===== config.mk =====
export PLATFORM = sky130hd
export DESIGN_NAME = ram_stream_loader
export DESIGN_NICKNAME = d
export VERILOG_FILES = /design/src/rtl/ram_stream_loader.sv
export SDC_FILE = /design/constraint.sdc
export NUM_CORES = 1
export LEC_CHECK = 0
export ABC_AREA = 1
export BUFFER_PORTS_ARGS = -buffer_cell sky130_fd_sc_hd__buf_4
export CORE_MARGIN = 4
export CORE_UTILIZATION = 54
export DETAILED_ROUTE_END_ITERATION = 7
export GPL_ROUTABILITY_DRIVEN = 0
export PLACE_DENSITY = 0.84
export SLEW_MARGIN = 10
export SYNTH_ARGS = -nofsm -noshare
export SYNTH_HDL_FRONTEND = slang
export SYNTH_HIERARCHICAL = 1
export SYNTH_SLANG_ARGS = --single-unit

===== constraint.sdc =====
create_clock -name clk -period 1.6 [get_ports clk]
set_clock_uncertainty 0.05 [all_clocks]
set_input_delay 0.08 -clock clk [delete_from_list [all_inputs] [get_ports clk]]
set_output_delay 0.08 -clock clk [all_outputs]
set_load 0.02 [all_outputs]

===== src/rtl/ram_stream_loader.sv =====
// ram_stream_loader
//   Loads a valid/ready word stream into a 2**ADDR_WIDTH x DATA_WIDTH register
//   array, starting at a programmable address, and offers a whole-array
//   zero-fill. The read port is combinational (addr -> q), so the loaded table
//   can stand in for one of the fixed-content asynchronous ROMs.
//
// Ports
//   clk, rst_n   rising-edge clock, asynchronous active-low reset
//   start        begin a load (sampled in IDLE only); captures start_addr, len
//   start_addr   first write address
//   len          words to write, 0..DEPTH (0 -> done pulse, no writes)
//   clear        zero-fill the array (sampled in IDLE only, wins over start)
//   wr_valid     stream word present
//   wr_data      stream word
//   wr_ready     high for the whole of LOAD
//   busy         registered, high in LOAD or CLEAR
//   done         registered one-cycle pulse after a load / clear completes
//   addr, q      asynchronous read port, q = mem[addr]

// One storage word. Reset clears it; a decoded write enable loads it.
module ram_stream_loader_word #(
    parameter int DATA_WIDTH = 8
) (
    input  logic                  clk,
    input  logic                  rst_n,
    input  logic                  we,
    input  logic [DATA_WIDTH-1:0] wdata,
    output logic [DATA_WIDTH-1:0] q
);
    always_ff @(posedge clk or negedge rst_n) begin
        if (!rst_n)  q <= '0;
        else if (we) q <= wdata;
    end
endmodule

module ram_stream_loader #(
    parameter int DATA_WIDTH = 8,
    parameter int ADDR_WIDTH = 3
) (
    input  logic                  clk,
    input  logic                  rst_n,
    input  logic                  start,
    input  logic [ADDR_WIDTH-1:0] start_addr,
    input  logic [ADDR_WIDTH:0]   len,
    input  logic                  clear,
    input  logic                  wr_valid,
    input  logic [DATA_WIDTH-1:0] wr_data,
    output logic                  wr_ready,
    output logic                  busy,
    output logic                  done,
    input  logic [ADDR_WIDTH-1:0] addr,
    output logic [DATA_WIDTH-1:0] q
);
    localparam int DEPTH = 2 ** ADDR_WIDTH;

    typedef enum logic [1:0] {IDLE, LOAD, CLEAR} state_t;

    // Single write request shared by the stream path and the zero-fill path.
    typedef struct packed {
        logic                  en;
        logic [ADDR_WIDTH-1:0] addr;
        logic [DATA_WIDTH-1:0] data;
    } wr_req_t;

    state_t                            state;
    logic [ADDR_WIDTH-1:0]             ptr;
    logic [ADDR_WIDTH:0]               remaining;
    wr_req_t                           wreq;
    logic [DEPTH-1:0]                  word_we;
    logic [DEPTH-1:0][DATA_WIDTH-1:0]  mem;

    assign wr_ready = (state == LOAD);

    always_comb begin
        wreq      = '0;
        wreq.addr = ptr;
        unique case (state)
            LOAD: begin
                wreq.en   = wr_valid;
                wreq.data = wr_data;
            end
            CLEAR: begin
                wreq.en   = 1'b1;
                wreq.data = '0;
            end
            default: wreq.en = 1'b0;
        endcase
    end

    // Storage: one word cell per location, enable decoded from the request.
    for (genvar i = 0; i < DEPTH; i++) begin : g_word
        assign word_we[i] = wreq.en && (wreq.addr == ADDR_WIDTH'(i));

        ram_stream_loader_word #(
            .DATA_WIDTH(DATA_WIDTH)
        ) u_word (
            .clk   (clk),
            .rst_n (rst_n),
            .we    (word_we[i]),
            .wdata (wreq.data),
            .q     (mem[i])
        );
    end

    assign q = mem[addr];

    // Control FSM. busy tracks the next state so it is registered alongside it;
    // done is a default-low pulse raised only on a completing edge.
    always_ff @(posedge clk or negedge rst_n) begin
        if (!rst_n) begin
            state     <= IDLE;
            ptr       <= '0;
            remaining <= '0;
            busy      <= 1'b0;
            done      <= 1'b0;
        end else begin
            done <= 1'b0;
            unique case (state)
                IDLE: begin
                    if (clear) begin
                        state <= CLEAR;
                        ptr   <= '0;
                        busy  <= 1'b1;
                    end else if (start) begin
                        if (len != '0) begin
                            state     <= LOAD;
                            ptr       <= start_addr;
                            remaining <= len;
                            busy      <= 1'b1;
                        end else begin
                            // Empty load: nothing to write, just acknowledge.
                            done <= 1'b1;
                        end
                    end
                end
                LOAD: begin
                    if (wr_valid) begin
                        // ptr wraps naturally at DEPTH, so a full-length load
                        // from any start address touches every word once.
                        ptr       <= ptr + ADDR_WIDTH'(1);
                        remaining <= remaining - (ADDR_WIDTH+1)'(1);
                        if (remaining == (ADDR_WIDTH+1)'(1)) begin
                            state <= IDLE;
                            busy  <= 1'b0;
                            done  <= 1'b1;
                        end
                    end
                end
                CLEAR: begin
                    ptr <= ptr + ADDR_WIDTH'(1);
                    if (ptr == ADDR_WIDTH'(DEPTH - 1)) begin
                        state <= IDLE;
                        busy  <= 1'b0;
                        done  <= 1'b1;
                    end
                end
                default: begin
                    state <= IDLE;
                    busy  <= 1'b0;
                end
            endcase
        end
    end
endmodule

# Word level (Yosys, flattened, before mapping)
# Cells that the tools add are included.
# word_totals
reg_bits	75
inputBits	23
output_inout_bits	11
word_cells	85
# op_classes
n_addsub	2
n_lt_le_gt_ge	1
n_eq_ne	18
n_mux	35
reduce_logical	16
# op_table
cell	count
8-bit binary-select mux with 3-bit select	1
4-bit two-way mux	4
8-bit two-way mux	2
3-bit equality test (second input constant)	4
1-bit two-way mux	12
2-bit two-way mux	6
3-bit two-way mux	4
2-bit != test (second input constant)	5
5-bit AND reduction	2
3-bit case mux with 3 select lines	1
1-bit logical AND	8
4-bit case mux with 2 select lines	1
3-bit by 2-bit equality test with 1-bit output (second input constant)	2
3-bit != test (second input constant)	2
1-bit case mux with 3 select lines	2
2-bit case mux with 3 select lines	1
4-bit by 1-bit equality test with 1-bit output (second input constant)	1
3-bit by 4-bit less-than comparator with 1-bit output (second input constant)	1
4-bit AND reduction	1
4-bit nonzero test	1
4-bit by 1-bit subtractor with 4-bit output (second input constant)	1
3-bit by 1-bit adder with 3-bit output (second input constant)	1
3-bit by 1-bit equality test with 1-bit output (second input constant)	1
3-bit zero test	1
other kinds (7)	7

# Longest topological paths before layout
# depth
word_depth	5
mapped_depth	10

# Cells and area by module
# Netlist, hierarchy kept.
# modules_own_cells
mod	instances	cells_per_inst	area_each_um2	seq_area_each_um2
ram_stream_loader_word	8	34	305.3	200.2
ram_stream_loader	1	287	1581.5	275.3

# Worst setup path before layout
# OpenSTA, ideal clock, no wires.
# synth_timing
path_kind	register to register
from	register state[1]
to	register g_word[5].u_word.q[0]
setup_time_ns	0.116
t_arrival_ns	1.629
required_time_ns	1.434
slack_ns	-0.195
path_stages_with_launch	11
path_buffers	1
period_less_slack_ns	1.795
cell_sequence	dfrtp_1 > inv_1 > ha_1 > nand2_1 > nand2_1 > nand2_1 > nor3_1 > buf_6 > inv_2 > nand2_1 > nand2_1
# synth_via
elab_chain_cells	3
# synth_lines
element	line	rtl
from (decl)	65	state_t state;
from (signal assigned)	111	state <= IDLE;
from (signal assigned)	121	state <= CLEAR;
from (signal assigned)	126	state <= LOAD;
2-bit by 1-bit equality test with 1-bit output	-	
via wr_ready	48	output logic wr_ready,
1-bit case mux with 2 select lines	77	unique case (state)
1-bit logical AND	92	assign word_we[i] = wreq.en && (wreq.addr == ADDR_WIDTH'(i));
via word_we[5]	69	logic [DEPTH-1:0] word_we;
to (signal assigned)	32	else if (we) q <= wdata;
to (decl)	28	output logic [DATA_WIDTH-1:0] q
# The timed path passes the listed nets, and every way through them passes these cells.
# A chain may end at the register's enable or synchronous reset.

# Worst setup path after layout
# layout_timing
from	register state[0]
to	register g_word[4].u_word.q[1]
# layout_via
elab_chain_cells	3
# layout_lines
element	line
2-bit equality test or 2-bit by 1-bit equality test with 1-bit output (tied branches)	77
1-bit case mux with 2 select lines (*)	77
1-bit logical AND (*)	92
via word_we[4]	69
to (signal assigned)	32
to (decl)	28
# The timed path passes the listed nets; every way through them passes the cells marked *.

==> impl_metrics.csv <==
group,metric,value,unit
cells_and_area,post-route-util,0.761,
setup_path,setup.worst_path.class,"reg2reg",
drt,wl,11900,µm
timing,max_slew.worst_pin.slew,0.481,ns
min_path,hold_depth,5,
grt,antenna_found_initial,0,
pwr,powerDensity,1430,nW/µm²
flow_run,max_cap_viol_count,0,
setup_path,worstPathRequired,1.78,ns
synth,yosysSeqAreaShare,0.466,
clock_tree,cts_buffers,9,
cells_and_area,fin_nets,681,
pwr,ir_worst_vdd,0.991,mV
clock_tree,root_buffer,"clkbuf_8",
drt,detail_route.first_pass.iterations,5,
cells_and_area,multi_input_area,2150,µm²
clock_tree,clkLatencyLatePin,0.36,ns
clock_tree,clk_pin_slew,0.08,ns
clock_tree,cts_sinks,75,
synth,ys_warn_count,6,
timing,setup_slack,-0.137,ns
pwr,leakagePower,0.00303,µW
grt,grt_overflow,0,
floorplanning,initial_core_util,0.555,
placement,dp_cells,704,
placement,hpwl,7000,µm
status,status,"complete, but fails checks",
timing,period_share,1.09,
drt,drc_errors,0,
setup_path,cpMostUsedCell,"nand2_4",
status,failed_checks,"negative setup slack",
timing,rsz0062_at_grt,"yes",
placement,portBuffers,33,
setup_path,crit_cells,11,
clock_tree,cts_tree,"done",
drt,drt-wirelength-per-cell,15.9,µm
setup_path,worst_ep_arrival_time,1.92,ns
synth,synth_compound_area_frac,0.0706,
floorplanning,fp.dieH,94.3,µm
timing,max_freq,0.576,GHz
synth,synth-simple-area-share,0.343,
floorplanning,rows,31,
floorplanning,ioPinCount,34,
cells_and_area,most-common-layout-cells,"nand2_1 (213), dfrtp_1 (75), buf_4 (55), nand2_2 (53), nor2_1 (51)",
drt,drtIter0Drc,331,
floorplanning,core,7250,µm²
grt,grt_max_degree,33,
cells_and_area,area_growth,37.2,%
cells_and_area,final_common_cell,"nand2_1",
grt,grt_pass1_vias,3741,
min_path,hold_class,"in2reg",
drt,via_count,4019,
drt,antenna_left,0,
timing,relSlewSlack,0.679,
timing,fin_crit,1.74,ns
floorplanning,die_area,8900,µm²
placement,place_ws,-0.209,ns
setup_path,max_stage_delay,0.42,ns
timing,slew_violations,0,
synth,yosysTopAreaCellShare,0.466,
setup_path,critPathSlowestCell,"dfrtp_1",
synth,synth_top_cell_by_area,"dfrtp_1",
synth,synth_area,4020,µm²
setup_path,crit_fanout,8,
cells_and_area,nFillCells,469,
synth,netlist_top_cells_area,"dfrtp_1 (47%), nand2_1 (26%), nor2_1 (5.2%)",
floorplanning,die_w,94.3,µm
timing,hold_viol,0,
cells_and_area,drive_gt1_frac,0.320,
setup_path,cpLargestDelayFamily,"simple AND/OR/NAND/NOR gates",
setup_path,path_cells,"buf_6, ha_4, nand2_4, nand2_4, nand2_4, buf_6, nor3_4, buf_12, inv_8, nand2_1, nand2_1",
synth,syn_avg_cell_area,7.20,µm²
clock_tree,cts_max_path_buffers,2,
setup_path,rr_worst_depth,11,
synth,synth_adder_area_share,0.0373,
synth,yosys-mux-area-fraction,0,
drt,routed_via_density,5.36,
synth,synth_xor_area_frac,0,
synth,synth.net_count,594,
setup_path,critPathLaunchType,"flop",
timing,setup_violations,70,
synth,synth_top_family_by_area,"simple AND/OR/NAND/NOR gates",
cells_and_area,seq_area,1880,µm²
synth,syn_inst,559,
setup_path,critPathBufInv,4,
synth,synth_cell_type_count,21,
setup_path,end_kind,"flop",
grt,grt_pass1_wl,17700,µm
synth,ys_ff_latch,75,
cells_and_area,final_cell_count_no_fill,750,
grt,groute.usage.overall,0.260,
clock_tree,htreeDepth,3,
cells_and_area,antenna_cells,0,
## layer usage
layer  track usage  wire length, µm  share of wire  vias to the layer above
met4         0.114              446          0.037                        0
met2         0.413             5760           0.48                      196
met1         0.340             4690           0.39                     1895
met5             0                0              0                        -
met3        0.0593             1030          0.086                       39
li1              -                -              -                     1889
## layout make-up
type | count | area share
tap | 99 | 0.0224
sequential | 75 | 0.340
clock buffer | 11 | 0.0274
timing repair buffer | 95 | 0.172
multi-input combinational | 423 | 0.390
inverter | 42 | 0.0372
clock inverter | 5 | 0.0111
## cell usage after synthesis
master    count
buf_2         4
clkbuf_1      1
nand3_1      11
nor2_2        4
nor2_1       56
inv_2        11
o21ai_1      28
o21ai_0      23
inv_1        31
dfrtp_1      75
a21oi_1       1
o21ai_2       2
buf_4         2
nor2_4        1
nand2_2       1
nor3_1        7
ha_1         12
nand2_1     275
buf_6        12
or2_2         1
o22ai_1       1
## registers in the layout, indices dropped and copies added (netlist names)
signal,flops
remaining,4
ptr,3
g_word.u_word/q,64
done,1
state,2
busy,1
## kinds of logic (layout without fill, tap and decap cells)
logic type	Yosys count	in the layout
buffers and inverters	61	153
AOI/OAI and AO/OA	55	55
adders and majority gates	12	12
DFF	75	75
and+or+nand+nor	356	356
## path summary, 6_finish.rpt
path                            slack [ns]                         startpoint                                end
worst max-delay path                 -0.14               state[0]$_DFFE_PN0P_  g_word[4].u_word/q[1]$_DFFE_PN0P_
max in group asynchronous             0.84                              rst_n  g_word[2].u_word/q[4]$_DFFE_PN0P_
min in group asynchronous             0.13                              rst_n  g_word[6].u_word/q[2]$_DFFE_PN0P_
worst max register to register       -0.14               state[0]$_DFFE_PN0P_  g_word[4].u_word/q[1]$_DFFE_PN0P_
worst min-delay path                  0.02                      start_addr[2]                 ptr[2]$_DFFE_PN0P_
worst min register to register        0.43  g_word[3].u_word/q[5]$_DFFE_PN0P_  g_word[3].u_word/q[5]$_DFFE_PN0P_
## stage by stage
stage	total power, µW	instance area [µm²]	setup TNS (ns)	hold slack [ns]
4_1_cts	7290	5180	-1.72	0.0194
2_1_floorplan	4380	4040	-0.261	-0.266
3_3_place_gp	5260	4560	-3.80	-0.0287
6_report	7900	5520	-4.58	0.0211
5_1_grt	8380	5520	-10.47	0.0313
3_5_place_dp	5390	4560	-7.56	-0.0330
## worst min-delay path, stage by stage
cell and delay [ns]:
buf_4 0.07, nand2_1 0.04, o21ai_0 0.07, nand3_1 0.08
nand2_1 0.06
## power breakdown
part / leakage [µW] / total (µW) / switching, µW / internal, µW
registers: 0.00102 / 2870 / 419 / 2450
clock network: 0.0000978 / 1540 / 734 / 808
logic: 0.00191 / 3490 / 2020 / 1470
## timing repair
| action | in CTS | in global routing |
|---|---|---|
| pin swaps | 22 | 17 |
| gates resized for setup | 58 | 87 |
| hold buffers | 6 | 0 |
| setup endpoints to repair | 70 | 81 |
| hold endpoints to repair | 80 | 0 |
| buffers inserted | 17 | 9 |
Power figures use the tool's default switching activity.
